<file path="src/rtl/cirno9_boot_pkg.sv">
// Shared constants and FSM state type for the cirno9 boot loader.
// Imported by the loader top and its byte packer.
package cirno9_boot_pkg;

    localparam int DEPTH     = 16384;
    localparam int ADDR_W    = 14;
    localparam int MAX_BYTES = 4 * DEPTH;
    localparam int LEN_W     = 17;

    typedef enum logic [1:0] {
        ST_IDLE,
        ST_RECV,
        ST_WRITE,
        ST_DONE
    } boot_state_e;

endpackage

</file>
<file path="src/rtl/cirno9_byte_packer.sv">
// Packs a little-endian byte stream into one 32-bit word.
// Tracks the next lane index and per-lane write enables; clear zeroes everything.
module cirno9_byte_packer (
    input  logic        clk,
    input  logic        rst,
    input  logic        clear,
    input  logic        push,
    input  logic [7:0]  push_data,
    output logic [31:0] word,
    output logic [3:0]  wem,
    output logic [1:0]  idx
);

    logic [31:0] word_q, word_d;
    logic [3:0]  wem_q, wem_d;
    logic [1:0]  idx_q, idx_d;

    always_comb begin
        // NOTE: every signal gets a default first so no path can infer a latch.
        word_d = word_q;
        wem_d  = wem_q;
        idx_d  = idx_q;
        if (clear) begin
            word_d = '0;
            wem_d  = '0;
            idx_d  = '0;
        end else if (push) begin
            word_d[{idx_q, 3'b000} +: 8] = push_data;
            wem_d[idx_q]                 = 1'b1;
            idx_d                        = idx_q + 2'd1;
        end
    end

    always_ff @(posedge clk or posedge rst) begin
        // NOTE: non-blocking assignments so every flop samples pre-edge values.
        if (rst) begin
            word_q <= '0;
            wem_q  <= '0;
            idx_q  <= '0;
        end else begin
            word_q <= word_d;
            wem_q  <= wem_d;
            idx_q  <= idx_d;
        end
    end

    assign word = word_q;
    assign wem  = wem_q;
    assign idx  = idx_q;

endmodule

</file>
<file path="src/rtl/cirno9_boot_loader.sv">
// Streams a byte image into word-wide SRAM, then releases the cirno9 core.
// Length is checked up front so the word address can never wrap.
module cirno9_boot_loader #(
    parameter int DEPTH  = cirno9_boot_pkg::DEPTH,
    parameter int ADDR_W = cirno9_boot_pkg::ADDR_W
) (
    input  logic                               clk,
    input  logic                               rst,
    input  logic                               start,
    input  logic [cirno9_boot_pkg::LEN_W-1:0]  len_bytes,
    input  logic                               in_vld,
    input  logic [7:0]                         in_data,
    output logic                               in_rdy,
    output logic                               mem_we,
    output logic [ADDR_W-1:0]                  mem_addr,
    output logic [31:0]                        mem_wdata,
    output logic [3:0]                         mem_wem,
    input  logic                               mem_rdy,
    output logic                               core_rst_n,
    output logic                               done,
    output logic                               err
);

    import cirno9_boot_pkg::*;

    localparam logic [LEN_W:0] MAX_LEN = (LEN_W + 1)'(4 * DEPTH);

    boot_state_e       state_q, state_d;
    logic [LEN_W-1:0]  remaining_q, remaining_d;
    logic [ADDR_W-1:0] addr_q, addr_d;
    logic              err_q, err_d;
    logic              push;
    logic              clear;
    logic [1:0]        idx;
    logic [31:0]       word;
    logic [3:0]        wem;

    cirno9_byte_packer u_packer (
        .clk       (clk),
        .rst       (rst),
        .clear     (clear),
        .push      (push),
        .push_data (in_data),
        .word      (word),
        .wem       (wem),
        .idx       (idx)
    );

    always_comb begin
        state_d     = state_q;
        remaining_d = remaining_q;
        addr_d      = addr_q;
        err_d       = err_q;
        push        = 1'b0;
        clear       = 1'b0;
        unique case (state_q)
            ST_IDLE: begin
                if (start) begin
                    if (len_bytes == '0) begin
                        state_d = ST_DONE;
                    end else if ({1'b0, len_bytes} > MAX_LEN) begin
                        err_d   = 1'b1;
                        state_d = ST_DONE;
                    end else begin
                        remaining_d = len_bytes;
                        addr_d      = '0;
                        clear       = 1'b1;
                        state_d     = ST_RECV;
                    end
                end
            end
            ST_RECV: begin
                if (in_vld) begin
                    push        = 1'b1;
                    remaining_d = remaining_q - LEN_W'(1);
                    if (idx == 2'd3 || remaining_q == LEN_W'(1)) begin
                        state_d = ST_WRITE;
                    end
                end
            end
            ST_WRITE: begin
                if (mem_rdy) begin
                    clear = 1'b1;
                    // The address only advances when another word follows, so the last word never wraps it.
                    if (remaining_q == '0) begin
                        state_d = ST_DONE;
                    end else begin
                        addr_d  = addr_q + ADDR_W'(1);
                        state_d = ST_RECV;
                    end
                end
            end
            ST_DONE: begin
            end
            default: state_d = ST_IDLE;
        endcase
    end

    always_ff @(posedge clk or posedge rst) begin
        if (rst) begin
            state_q     <= ST_IDLE;
            remaining_q <= '0;
            addr_q      <= '0;
            err_q       <= 1'b0;
        end else begin
            state_q     <= state_d;
            remaining_q <= remaining_d;
            addr_q      <= addr_d;
            err_q       <= err_d;
        end
    end

    assign in_rdy     = (state_q == ST_RECV);
    assign mem_we     = (state_q == ST_WRITE);
    assign mem_addr   = addr_q;
    assign mem_wdata  = word;
    assign mem_wem    = wem;
    assign done       = (state_q == ST_DONE) && !err_q;
    assign core_rst_n = done;
    assign err        = err_q;

endmodule

</file>
<file path="config.mk">
export PLATFORM = sky130hd
export DESIGN_NAME = cirno9_boot_loader
export DESIGN_NICKNAME = d
export VERILOG_FILES = /design/src/rtl/cirno9_boot_pkg.sv /design/src/rtl/cirno9_byte_packer.sv /design/src/rtl/cirno9_boot_loader.sv
export SDC_FILE = /design/constraint.sdc
export NUM_CORES = 1
export LEC_CHECK = 0
export BUFFER_PORTS_ARGS = -buffer_cell sky130_fd_sc_hd__buf_4
export CORE_ASPECT_RATIO = 0.7
export CORE_MARGIN = 1.5
export CORE_UTILIZATION = 30
export CTS_BUF_LIST = sky130_fd_sc_hd__clkbuf_16
export DETAILED_ROUTE_END_ITERATION = 6
export SKIP_LAST_GASP = 1
export SYNTH_ARGS = -nofsm -noshare
export SYNTH_HDL_FRONTEND = slang
export SYNTH_SLANG_ARGS = --single-unit
</file>
<file path="constraint.sdc">
create_clock -name clk -period 5.6 [get_ports clk]
set_input_delay 0.56 -clock clk [delete_from_list [all_inputs] [get_ports clk]]
set_output_delay 0.56 -clock clk [all_outputs]
set_load 0.01 [all_outputs]
</file>
* Yosys cells after proc, flatten, opt, wreduce, memory -nomap -nowiden
Cells that the tools add are included.
Operators by class: add/subtract/negate cells 4, order comparisons 3, equality and inequality tests 12, shifts and indexed selects 2, multiplexer cells 35, bitwise gates (word level) 2, reduce and logical (&&, ||, !) cells 15
Operators by type and width (number):
- two-way mux 14 bit | 5
- two-way mux 17 bit | 4
- two-way mux 32 bit | 2
- logical NOT 17 bit | 2
- case mux 17 bit (2 select lines) | 1
- bitwise mux 32 bit | 1
- variable shift 8 x 7 -> 32 bit, first input constant | 1
- variable part select 8 x 7 -> 32 bit | 1
- case mux 14 bit (2 select lines) | 1
- two-way mux 2 bit | 9
- == test 17 x 1 -> 1 bit, second input constant | 1
- greater-than comparator 17 bit, second input constant | 1
- subtractor 17 x 1 -> 17 bit, second input constant | 1
- adder 14 x 1 -> 14 bit, second input constant | 1
- != test 2 bit, second input constant | 5
- AND reduction 5 bit | 2
- two-way mux 4 bit | 2
- two-way mux 1 bit | 7
- negation 5 -> 7 bit | 1
- == test 2 bit, second input constant | 3
- case mux 2 bit (3 select lines) | 1
- AND reduction 6 bit | 1
- nonzero test 2 bit | 3
- != test 2 x 1 -> 1 bit, second input constant | 2
- other kinds (14) | 15
Storage, ports and cells: bits in registers 72, input bits 30, output and inout bits 55, logic and storage cells 80

* Logic depth before layout (Yosys ltp)
Gate-level depths: netlist of the first run.
word-level depth 7, mapped depth 11, depth with buffers taken out 9

* Hierarchy
Synthesis of the first run repeated with hierarchy kept, for this count alone.
Unflattened totals: cell total of the unflattened synthesis 383, area total of the unflattened synthesis 3893.7 um2
By module, submodules not included:
- cirno9_boot_loader | times used 1, cells each 263, area each 2253.4 um2, seq. area each 850.8 um2
- cirno9_byte_packer | times used 1, cells each 120, area each 1640.3 um2, seq. area each 950.9 um2

* Worst setup path before layout of the first run
OpenSTA, ideal clock, no wires.
path type input port to flip-flop, start in len_bytes[9] in the netlist's numbering, end reg addr_q[10] (netlist: mem_addr[10]), setup time 0.067 ns, arrival 2.490 ns, data required time 5.533 ns, slack 3.042 ns, stages 8, buffers on the path 0, cell sequence nor4_1 > nand4_1 > ha_1 > nor3b_1 > nor2_1 > a311o_2 > or4_1 > nand3_2
On the way: word-level cells in the longest chain between the ends 3, elaborated cells on any way between the ends 5, those cells by class order compare (1); eq/ne (2); reduce/logical (2)
RTL lines:
- start: declaration | RTL line cirno9_boot_loader.sv:10 | input logic [cirno9_boot_pkg::LEN_W-1:0] len_bytes,
- greater-than comparator 17 bit or logical NOT 17 bit (tied branches) | RTL line cirno9_boot_loader.sv:61, cirno9_boot_loader.sv:59
- != test 2 bit (no source line)
- AND reduction 6 bit (no source line) (*)
- end signal: assignment | RTL line cirno9_boot_loader.sv:108 | addr_q <= addr_d;
- end: declaration | RTL line cirno9_boot_loader.sv:30 | logic [ADDR_W-1:0] addr_q, addr_d;
Every way passes the cells marked *; elsewhere a longest branch is shown, timed or not. A chain may end at the register's enable or synchronous reset.

* Final worst setup path of the first run
start reg state_q[0], end reg u_packer.word_q[2] (netlist: u_packer.word[2])
On the way: word-level cells in the longest chain between the ends 3, elaborated cells on any way between the ends 7, those cells by class eq/ne (2); mux (3); reduce/logical (2)
RTL lines:
- start: declaration | RTL line cirno9_boot_loader.sv:28 | boot_state_e state_q, state_d;
- start signal: assignment | RTL line cirno9_boot_loader.sv:106 | state_q <= state_d;
- == test 2 bit, or another cell as far along | RTL line cirno9_boot_loader.sv:56 | unique case (state_q)
- case mux 1 bit (2 select lines) or two-way mux 1 bit (tied branches) | RTL line cirno9_boot_loader.sv:56
- two-way mux 32 bit or nonzero test 2 bit (tied branches)
- end signal: assignment | RTL line cirno9_byte_packer.sv:41 | word_q <= word_d;
- end: declaration | RTL line cirno9_byte_packer.sv:14 | logic [31:0] word_q, word_d;
Parallel ways exist; a longest one is shown, timed or not.

==> results of run 1 <==
## cells by family (layout without fill, tap and decap cells)
family	Yosys count	after routing	synth area share, %
simple gates	158	158	20.4
compound gates	122	122	21.6
flops	72	72	46.6
buf+inv	36	121	4.27
fa+ha+maj	19	19	6.15
mux	3	3	0.777
xor+xnor	1	1	0.227
## stage by stage
stage | cell area, sq um | utilization [%] | hold WS [ns]
floorplan | 3870 | - | 0.483
CTS | 4920 | 39.3 | 0.476
global route | 4920 | 39.3 | 0.491
detailed placement | 4620 | 37.0 | 0.489
global placement | 4620 | 37.0 | 0.473
finish | 4920 | 39.3 | 0.491
## power groups by stage
stage                     sequential (mW)  combinational [mW]  clock [mW]
after CTS                           0.844               0.941       0.588
after floorplan                     0.845               0.628           0
after detailed placement            0.851               0.939           0
after global routing                0.875                1.05       0.606
final                               0.845               0.940       0.574
after global placement              0.846               0.916           0
## registers in the layout (all words and copies together), names as in the netlist
register and count:
mem_addr 14, remaining_q 17, u_packer.word 32, u_packer.idx 2, err 1, state_q 2, u_packer.wem 4
## cell type report
type,count,area [sq um]
Clock buffer,9,225
Sequential cell,72,1800
Inverter,18,67.6
Clock inverter,7,66.3
Multi-Input combinational cell,303,1900
Fill cell,1268,7590
Tap cell,162,203
Timing Repair Buffer,87,653
## placed cells by master (no fill, tap or decap), drive strengths merged, types with 8 or more instances in the layout
cell type / netlist / final
buf: 9 / 87
a22oi: 25 / 25
nor2: 49 / 49
o21ai: 26 / 26
dfrtp: 72 / 72
ha: 19 / 19
nor3: 8 / 8
a21oi: 30 / 30
nand2: 40 / 40
nor4: 8 / 8
a22o: 8 / 8
nand3: 16 / 16
inv: 16 / 23
clkbuf: 9 / 9
## final timing paths
| path | startpoint | end | slack (ns) | cells past startpoint |
|---|---|---|---|---|
| worst max register to register | state_q[0]$_DFFE_PP0P_ | u_packer.word[2]$_DFFE_PP0P_ | 2.63 | 6 |
| worst min register to register | u_packer.word[3]$_DFFE_PP0P_ | u_packer.word[3]$_DFFE_PP0P_ | 0.51 | 1 |
| worst max-delay path | state_q[0]$_DFFE_PP0P_ | u_packer.word[2]$_DFFE_PP0P_ | 2.63 | 6 |
| max in group asynchronous | rst | remaining_q[6]$_DFFE_PP0P_ | 4.48 | 3 |
| worst min-delay path | in_data[4] | u_packer.word[4]$_DFFE_PP0P_ | 0.49 | 2 |
| min in group asynchronous | rst | u_packer.word[15]$_DFFE_PP0P_ | 0.51 | 3 |
## critical path, delay by kind of cell, from the launching register on
| kind | cells | cell delay (ns) |
|---|---|---|
| compound gates | 1 | 0.31 |
| fa+ha+maj | 1 | 0.60 |
| buf+inv | 1 | 0.12 |
| flops | 1 | 0.41 |
| simple gates | 3 | 1.39 |
## per-layer routing
metal	part of all wire, %	wire (microns)	GRT usage, %
met1	53	5630	24.7
met5	0	0	0
met4	0.99	105	4.09
met3	5.4	571	4.41
met2	40	4290	22.2
==> results_dict.tcl, run 1 <==
set metrics [dict create \
    yosysWarnings 0 \
    synthCells 411 \
    postSynthRegisterBits 72 \
    clock_power_share_pct 24.3 \
    die_width_microns 139 \
    vdd_drop_max_v 0.000256 \
    synth-main-ff-cell "dfrtp_1" \
    finish.net_count 540 \
    first_global_vias 3368 \
    post_cts.resized_instances 0 \
    wirelength_per_cell_microns 16.1 \
    clock-skew-final_ns 0.0122 \
    synth_edf_count 0 \
    p_per_area_mw_per_mm2 480 \
    cts.clk_slew.worst_paths_ns 0.06 \
    relSlewSlack_pct 25.0 \
    hp-class "input pin to register" \
    synth.largest_area_cell "dfrtp_1" \
    timing.critical_path.from_type "register" \
    antenna_found_initial 0 \
    drv.max_cap_violation_count 0 \
    postSynthNetCount 460 \
    yosysSeqAreaShare_pct 46.6 \
    timing.final.hold_violations 0 \
    critPathMostFrequentCell "nand2_1" \
    globalRoute.totalOverflow 0 \
    setup_repair_after_global_routing_missed_its_margin "no" \
    vertical_extent_of_the_die_microns 98.0 \
    place_hpwl_microns 7570 \
    num_io_pins 85 \
    flow.area_growth_from_synthesis_pct 27.2 \
    postCtsSetupRepairBufs 0 \
    post-place-cells 642 \
    finish.cell_count_without_fillers 658 \
    synthesis.area_sq_mm 0.00387 \
    power_frac_comb_pct 39.9 \
    timing.critical_path.arrival_ns 3.19 \
    worst_skew_pair_latency_ns 0.35 \
    starting_density_of_the_core_pct 30.9 \
    core_area_sq_mm 0.0125 \
    tns_ns 0 \
    global_routing_usage_summed_across_all_routing_layers_pct 16.1 \
    pin_count_of_the_biggest_net_entering_global_routing 73 \
    insertedDiodeCount 0 \
    worst_setup_path_end_kind "register" \
    dp_worst_setup_slack_ns 2.33 \
    drt.antenna.violating_nets 0 \
    layout-drive-gt1-share_pct 23.4 \
    synth_most_common_cell "dfrtp_1" \
    worstPathCellList "inv_1, ha_1, nand2_1, nand2_1, nor2_1, a22o_1" \
    synthTopCellsByArea "dfrtp_1 47%, ha_1 6.1%, a22oi_1 4.9%" \
    seq_power_share_pct 35.8 \
    detail_route.vias_per_cell 5.27 \
    post_cts_hold_buffer_count 0 \
    cts_tree "built" \
    cp_max_fo 32 \
    sw_frac_of_total_pct 41.4 \
    clock_tree.buffer_depth 2 \
    postSynthAreaPerCell_sq_um 9.41 \
    cts-root-buf "clkbuf_16" \
    required_ns 5.83 \
    first_iter_violations 282 \
    p_switching_mw 0.978 \
    layout_min_cycle_time_ns 2.97 \
    timing_max_transition_violations_final 0 \
    routed_wirelength_microns 10600 \
    placement.io_buffers 84 \
    synth_top_area_share_pct 46.6 \
    worstMarginPinSlew_ns 1.12 \
    route.vias.total 3467 \
    design.die.area_sq_mm 0.0136 \
    drt_first_pass_iters 4 \
    run_status "finished clean" \
    setup-violations-final 0 \
    netlist-cell-type-count 57 \
    min_period_over_period_pct 52.9 \
    power.total_mw 2.36 \
    cts.sink_count 72 \
    cpPeakStageDelay_ns 0.84 \
    internal_power_mw 1.38 \
    grt_first_pass_wirelength_microns 17800 \
    async_flop_share_pct 100 \
    drc 0 \
    number_of_buffers_created_by_cts 9 \
    synth_top_cells_by_count "72 x dfrtp_1, 49 x nor2_1, 39 x nand2_1" \
    core.rowCount 34 \
    achievable-frequency_ghz 0.337 \
    power.leakage_nw 2.25 \
    worstSetupPathType "register to register" \
    worst_path_max_delay_cell "nand2_1" \
    ctsHtreeMaxLevel 3 \
    final_critical_path_setup_slack_ns 2.63 \
    gpl.final_weighted_congestion 0.787 \
]
No activity file was read; power rests on OpenSTA's default activity.
==> run 2: changes to the inputs <==
Clock period 5.6 ns to 3 ns, I/O delays scaled along.
==> results_dict.tcl, run 2 (same netlist as run 1, synthesis figures left out) <==
set metrics [dict create \
    run_status "finished clean" \
    grt_first_pass_wirelength_microns 18200 \
    finish.net_count 551 \
    achievable-frequency_ghz 0.394 \
    cpPeakStageDelay_ns 0.49 \
    route.vias.total 3518 \
    sw_frac_of_total_pct 40.9 \
    vertical_extent_of_the_die_microns 98.0 \
    crit_path_end "mem_addr[3]$_DFFE_PP0P_" \
    reg2reg_launch_point "remaining_q[7]$_DFFE_PP0P_" \
    cts_tree "built" \
    cts.clk_slew.worst_paths_ns 0.07 \
    dp_worst_setup_slack_ns 0.139 \
    drv.max_cap_violation_count 0 \
    die_width_microns 139 \
    first_iter_violations 297 \
    relSlewSlack_pct 31.8 \
    worstPathCellList "buf_4, nor4_1, nand4_1, ha_1, nor3b_1, o2bb2ai_1, a41o_1, or4_1, o21ai_0" \
    internal_power_mw 2.66 \
    p_switching_mw 1.84 \
    ctsHtreeMaxLevel 3 \
    setup-violations-final 0 \
    first_global_vias 3503 \
    tns_ns 0 \
    layout_min_cycle_time_ns 2.54 \
    largest_register_ff_count 32 \
    worstSetupPathType "input pin to register" \
    cp_max_fo 10 \
    globalRoute.totalOverflow 0 \
    p_per_area_mw_per_mm2 896 \
    worstSetupPathDepth 9 \
    core.rowCount 34 \
    postCtsSetupRepairBufs 0 \
    worstMarginPinSlew_ns 1.02 \
    worst_setup_path_end_kind "register" \
    timing.critical_path.from_type "input pin" \
    seq_power_share_pct 35.3 \
    timing_max_transition_violations_final 0 \
    flow.area_growth_from_synthesis_pct 29.7 \
    detail_route.vias_per_cell 5.26 \
    layout-drive-gt1-share_pct 25.0 \
    final_critical_path_setup_slack_ns 0.465 \
    num_io_pins 85 \
    layout.cells.most_common_list "97 x buf_4, 72 x dfrtp_1, 49 x nor2_1, 39 x nand2_1, 30 x a21oi_1" \
    place_hpwl_microns 7840 \
    final.fill_count 1260 \
    timing.critical_path.arrival_ns 2.80 \
    worstPathBufferInverterCount 1 \
    clock-skew-final_ns 0.00687 \
    drt_first_pass_iters 4 \
    insertedDiodeCount 0 \
    drc 0 \
    core_area_sq_mm 0.0125 \
    required_ns 3.26 \
    starting_density_of_the_core_pct 30.9 \
    rrSetupSlack_ns 0.61 \
    gpl.final_weighted_congestion 0.855 \
    min_period_over_period_pct 84.5 \
    cts-root-buf "clkbuf_16" \
    setup_repair_after_global_routing_missed_its_margin "no" \
    cpLargestDelayFamily "simple AND/OR/NAND/NOR gates" \
    power_frac_comb_pct 40.9 \
    power.leakage_nw 2.31 \
    r2r.worst_path.cells 6 \
    critPathLaunch "len_bytes[1]" \
    global_routing_usage_summed_across_all_routing_layers_pct 16.4 \
    worst_path_max_delay_cell "or4_1" \
    worst_r2r_endpoint "mem_addr[4]$_DFFE_PP0P_" \
    clock_tree.buffer_depth 2 \
    timing.final.hold_violations 0 \
    wirelength_per_cell_microns 16.0 \
    design.die.area_sq_mm 0.0136 \
    cts.sink_count 72 \
    hp-class "input pin to asynchronous set/reset pin" \
    routed_wirelength_microns 10700 \
    number_of_buffers_created_by_cts 9 \
    post_cts_hold_buffer_count 0 \
    vdd_drop_max_v 0.000348 \
    fin_worst_hold_slack_ns 0.122 \
    commonest_non_fill_non_tap_cell_in_the_layout "buf_4" \
    antenna_found_initial 0 \
    post-place-cells 653 \
    post_cts.resized_instances 0 \
    finish.cell_count_without_fillers 669 \
    drt.antenna.violating_nets 0 \
    clock_power_share_pct 23.8 \
    pin_count_of_the_biggest_net_entering_global_routing 39 \
    worst_skew_pair_latency_ns 0.34 \
    placement.io_buffers 84 \
]
-- run 2: cell types whose count changed in the layout (fill, tap and decap cells not counted), sizes merged --
cell	before	now
buf	87	98
clkinv	2	3
inv	23	22
-- run 2: worst min-delay path by stage --
stage | from | end | slack [ns] | cells after the start
2_1_floorplan | in_data[0] | u_packer.word[0]$_DFFE_PP0P_ | 0.44 | 1
3_3_place_gp | mem_addr[13]$_DFFE_PP0P_ | mem_addr[13]$_DFFE_PP0P_ | 0.48 | 1
3_5_place_dp | u_packer.wem[3]$_DFFE_PP0P_ | u_packer.wem[3]$_DFFE_PP0P_ | 0.49 | 2
4_1_cts | rst | mem_addr[9]$_DFFE_PP0P_ | 0.16 | 2
5_1_grt | rst | mem_addr[9]$_DFFE_PP0P_ | 0.20 | 2
6_report | rst | mem_addr[9]$_DFFE_PP0P_ | 0.12 | 2
-- run 2: per-stage QoR --
stage	util, %	instance area [sq um]	total power [mW]
2_1_floorplan	-	3870	2.75
3_3_place_gp	37.7	4720	3.38
3_5_place_dp	37.7	4720	3.44
4_1_cts	40.1	5010	4.52
5_1_grt	40.1	5010	4.84
6_report	40.1	5010	4.49
-- run 2: area by class of cell --
class                           count  area [sq um]  share of cell area [%]
Multi-Input combinational cell    303          1900                    37.9
Clock buffer                        9           225                    4.49
Timing Repair Buffer               98           748                    14.9
Tap cell                          162           203                    4.04
Inverter                           18          67.6                    1.35
Clock inverter                      7          68.8                    1.37
Sequential cell                    72          1800                    35.9
-- run 2: power by group through the flow --
stage | registers (mW) | logic (mW) | clock network, mW
detailed placement | 1.60 | 1.84 | 0
finish | 1.59 | 1.84 | 1.07
CTS | 1.58 | 1.85 | 1.09
floorplan | 1.58 | 1.17 | 0
global route | 1.64 | 2.06 | 1.14
global placement | 1.58 | 1.80 | 0
-- run 2: worst register-to-register path: cells and delay by family (launching register included) --
kind	cells	cell delay (ns)
and+or+nand+nor	2	0.99
AOI/OAI and AO/OA	3	0.60
DFF	1	0.45
buffers and inverters	1	0.25
-- run 2: per-layer routing --
metal | GRT usage, % | routed length (microns) | part of all wire [%] | vias to the layer above
li1 | - | - | - | 1694
met1 | 23.5 | 5340 | 50 | 1713
met2 | 24.3 | 4610 | 43 | 101
met3 | 5.10 | 696 | 6.5 | 10
met4 | 3.69 | 90 | 0.84 | 0
met5 | 0 | 0 | 0 | -
==> run 3: changes to the inputs <==
Clock period 3 ns to 2.25 ns, I/O delays scaled along.
==> results_dict.tcl, run 3 (same netlist as run 1, synthesis figures left out) <==
set metrics [dict create \
    insertedDiodeCount 0 \
    power.total_mw 6.17 \
    number_of_buffers_created_by_cts 9 \
    multi_input_area_sq_mm 0.00193 \
    cts.sink_count 72 \
    worstMarginPinSlew_ns 0.617 \
    cts.clk_slew.worst_paths_ns 0.07 \
    layout-drive-gt1-share_pct 28.2 \
    setup-violations-final 0 \
    clock-skew-final_ns 0.0107 \
    antenna_found_initial 0 \
    layout.cells.most_common_list "110 x buf_4, 72 x dfrtp_1, 49 x nor2_1, 39 x nand2_1, 30 x a21oi_1" \
    cpLargestDelayFamily "simple AND/OR/NAND/NOR gates" \
    worst_path_max_delay_cell "or3b_2" \
    hp-class "input pin to register" \
    vdd_drop_max_v 0.000445 \
    first_global_vias 3482 \
    drt_first_pass_iters 5 \
    drt.antenna.violating_nets 0 \
    vertical_extent_of_the_die_microns 98.0 \
    final.fill_count 1237 \
    route.vias.total 3559 \
    place_hpwl_microns 8020 \
    num_io_pins 85 \
    cts-root-buf "clkbuf_16" \
    flow.area_growth_from_synthesis_pct 34.5 \
    worst_setup_path_end_kind "register" \
    clock_tree.buffer_depth 2 \
    starting_density_of_the_core_pct 30.9 \
    grt_first_pass_wirelength_microns 18100 \
    core.rowCount 34 \
    cts_tree "built" \
    layout_min_cycle_time_ns 2.18 \
    globalRoute.totalOverflow 0 \
    detail_route.vias_per_cell 5.19 \
    drv.max_cap_violation_count 0 \
    timing_max_transition_violations_final 0 \
    routed_wirelength_microns 10900 \
    timing.critical_path.arrival_ns 2.44 \
    p_per_area_mw_per_mm2 1190 \
    core_area_sq_mm 0.0125 \
    drc 0 \
    required_ns 2.51 \
    run_status "finished clean" \
    cp_max_fo 4 \
    achievable-frequency_ghz 0.458 \
    global_routing_usage_summed_across_all_routing_layers_pct 16.5 \
    worstSetupPathType "register to register" \
    timing.critical_path.from_type "register" \
    wirelength_per_cell_microns 15.8 \
    worst_skew_pair_latency_ns 0.34 \
    min_period_over_period_pct 97.0 \
    tns_ns 0 \
    area.sequential_sq_mm 0.00180 \
    power.leakage_nw 2.40 \
    relSlewSlack_pct 58.8 \
    commonest_non_fill_non_tap_cell_in_the_layout "buf_4" \
    worstPathBufferInverterCount 1 \
    design.die.area_sq_mm 0.0136 \
    die_width_microns 139 \
    placement.io_buffers 84 \
    finish.net_count 568 \
    ctsHtreeMaxLevel 3 \
    pin_count_of_the_biggest_net_entering_global_routing 39 \
    largest_register_ff_count 32 \
    timing.final.hold_violations 0 \
    setup_repair_after_global_routing_missed_its_margin "no" \
    gpl.final_weighted_congestion 0.832 \
    fin_worst_hold_slack_ns 0.158 \
    first_iter_violations 257 \
    worstPathCellList "inv_1, ha_1, or3b_2, nor3_1, nand3b_1, a21oi_1, a2bb2oi_1" \
    cpPeakStageDelay_ns 0.49 \
]
## run 3: final timing paths
path,startpoint,slack (ns),depth (start not counted),to
min reg2reg,mem_addr[13]$_DFFE_PP0P_,0.49,1,mem_addr[13]$_DFFE_PP0P_
max in group asynchronous,rst,1.10,4,u_packer.wem[0]$_DFFE_PP0P_
min,in_data[3],0.16,2,u_packer.word[3]$_DFFE_PP0P_
max reg2reg,remaining_q[0]$_DFFE_PP0P_,0.07,7,remaining_q[14]$_DFFE_PP0P_
min in group asynchronous,rst,0.55,3,mem_addr[8]$_DFFE_PP0P_
max,remaining_q[0]$_DFFE_PP0P_,0.07,7,remaining_q[14]$_DFFE_PP0P_
## run 3: where the power goes
part	total, mW	internal (mW)	switching (mW)	leakage, nW
registers	2.08	1.68	0.400	0.936
clock network	1.41	0.782	0.630	0.146
logic	2.67	1.23	1.45	1.32
## run 3: layout make-up
| type | instances | share of cell area [%] |
|---|---|---|
| Multi-Input combinational cell | 303 | 37.1 |
| Sequential cell | 72 | 34.6 |
| Timing Repair Buffer | 115 | 17.4 |
| Clock buffer | 9 | 4.33 |
| Tap cell | 162 | 3.90 |
| Inverter | 18 | 1.30 |
| Clock inverter | 7 | 1.28 |
## run 3: stage by stage
| stage | utilization (%) | std cells | instance area (sq um) | setup WS, ns |
|---|---|---|---|---|
| floorplan | - | 411 | 3870 | 0.0275 |
| global placement | 38.9 | 669 | 4860 | -0.315 |
| detailed placement | 38.9 | 669 | 4860 | -0.305 |
| CTS | 41.3 | 686 | 5170 | 0.0400 |
| global route | 41.6 | 686 | 5200 | 0.0153 |
| finish | 41.6 | 686 | 5200 | 0.0676 |
## run 3: timing repair
action | in CTS | in global routing
setup endpoints to repair | 0 | 22
buffers inserted | 0 | 0
gates resized for setup | 0 | 6
endpoints found under the hold margin | 2 | 0
hold buffers | 1 | 0
## run 3: per-layer routing
| layer | part of all wire (%) | track usage [%] | vias up |
|---|---|---|---|
| li1 | - | - | 1732 |
| met1 | 50 | 23.6 | 1715 |
| met2 | 43 | 24.7 | 106 |
| met3 | 6.5 | 4.61 | 6 |
| met4 | 0.40 | 3.85 | 0 |
| met5 | 0 | 0 | - |
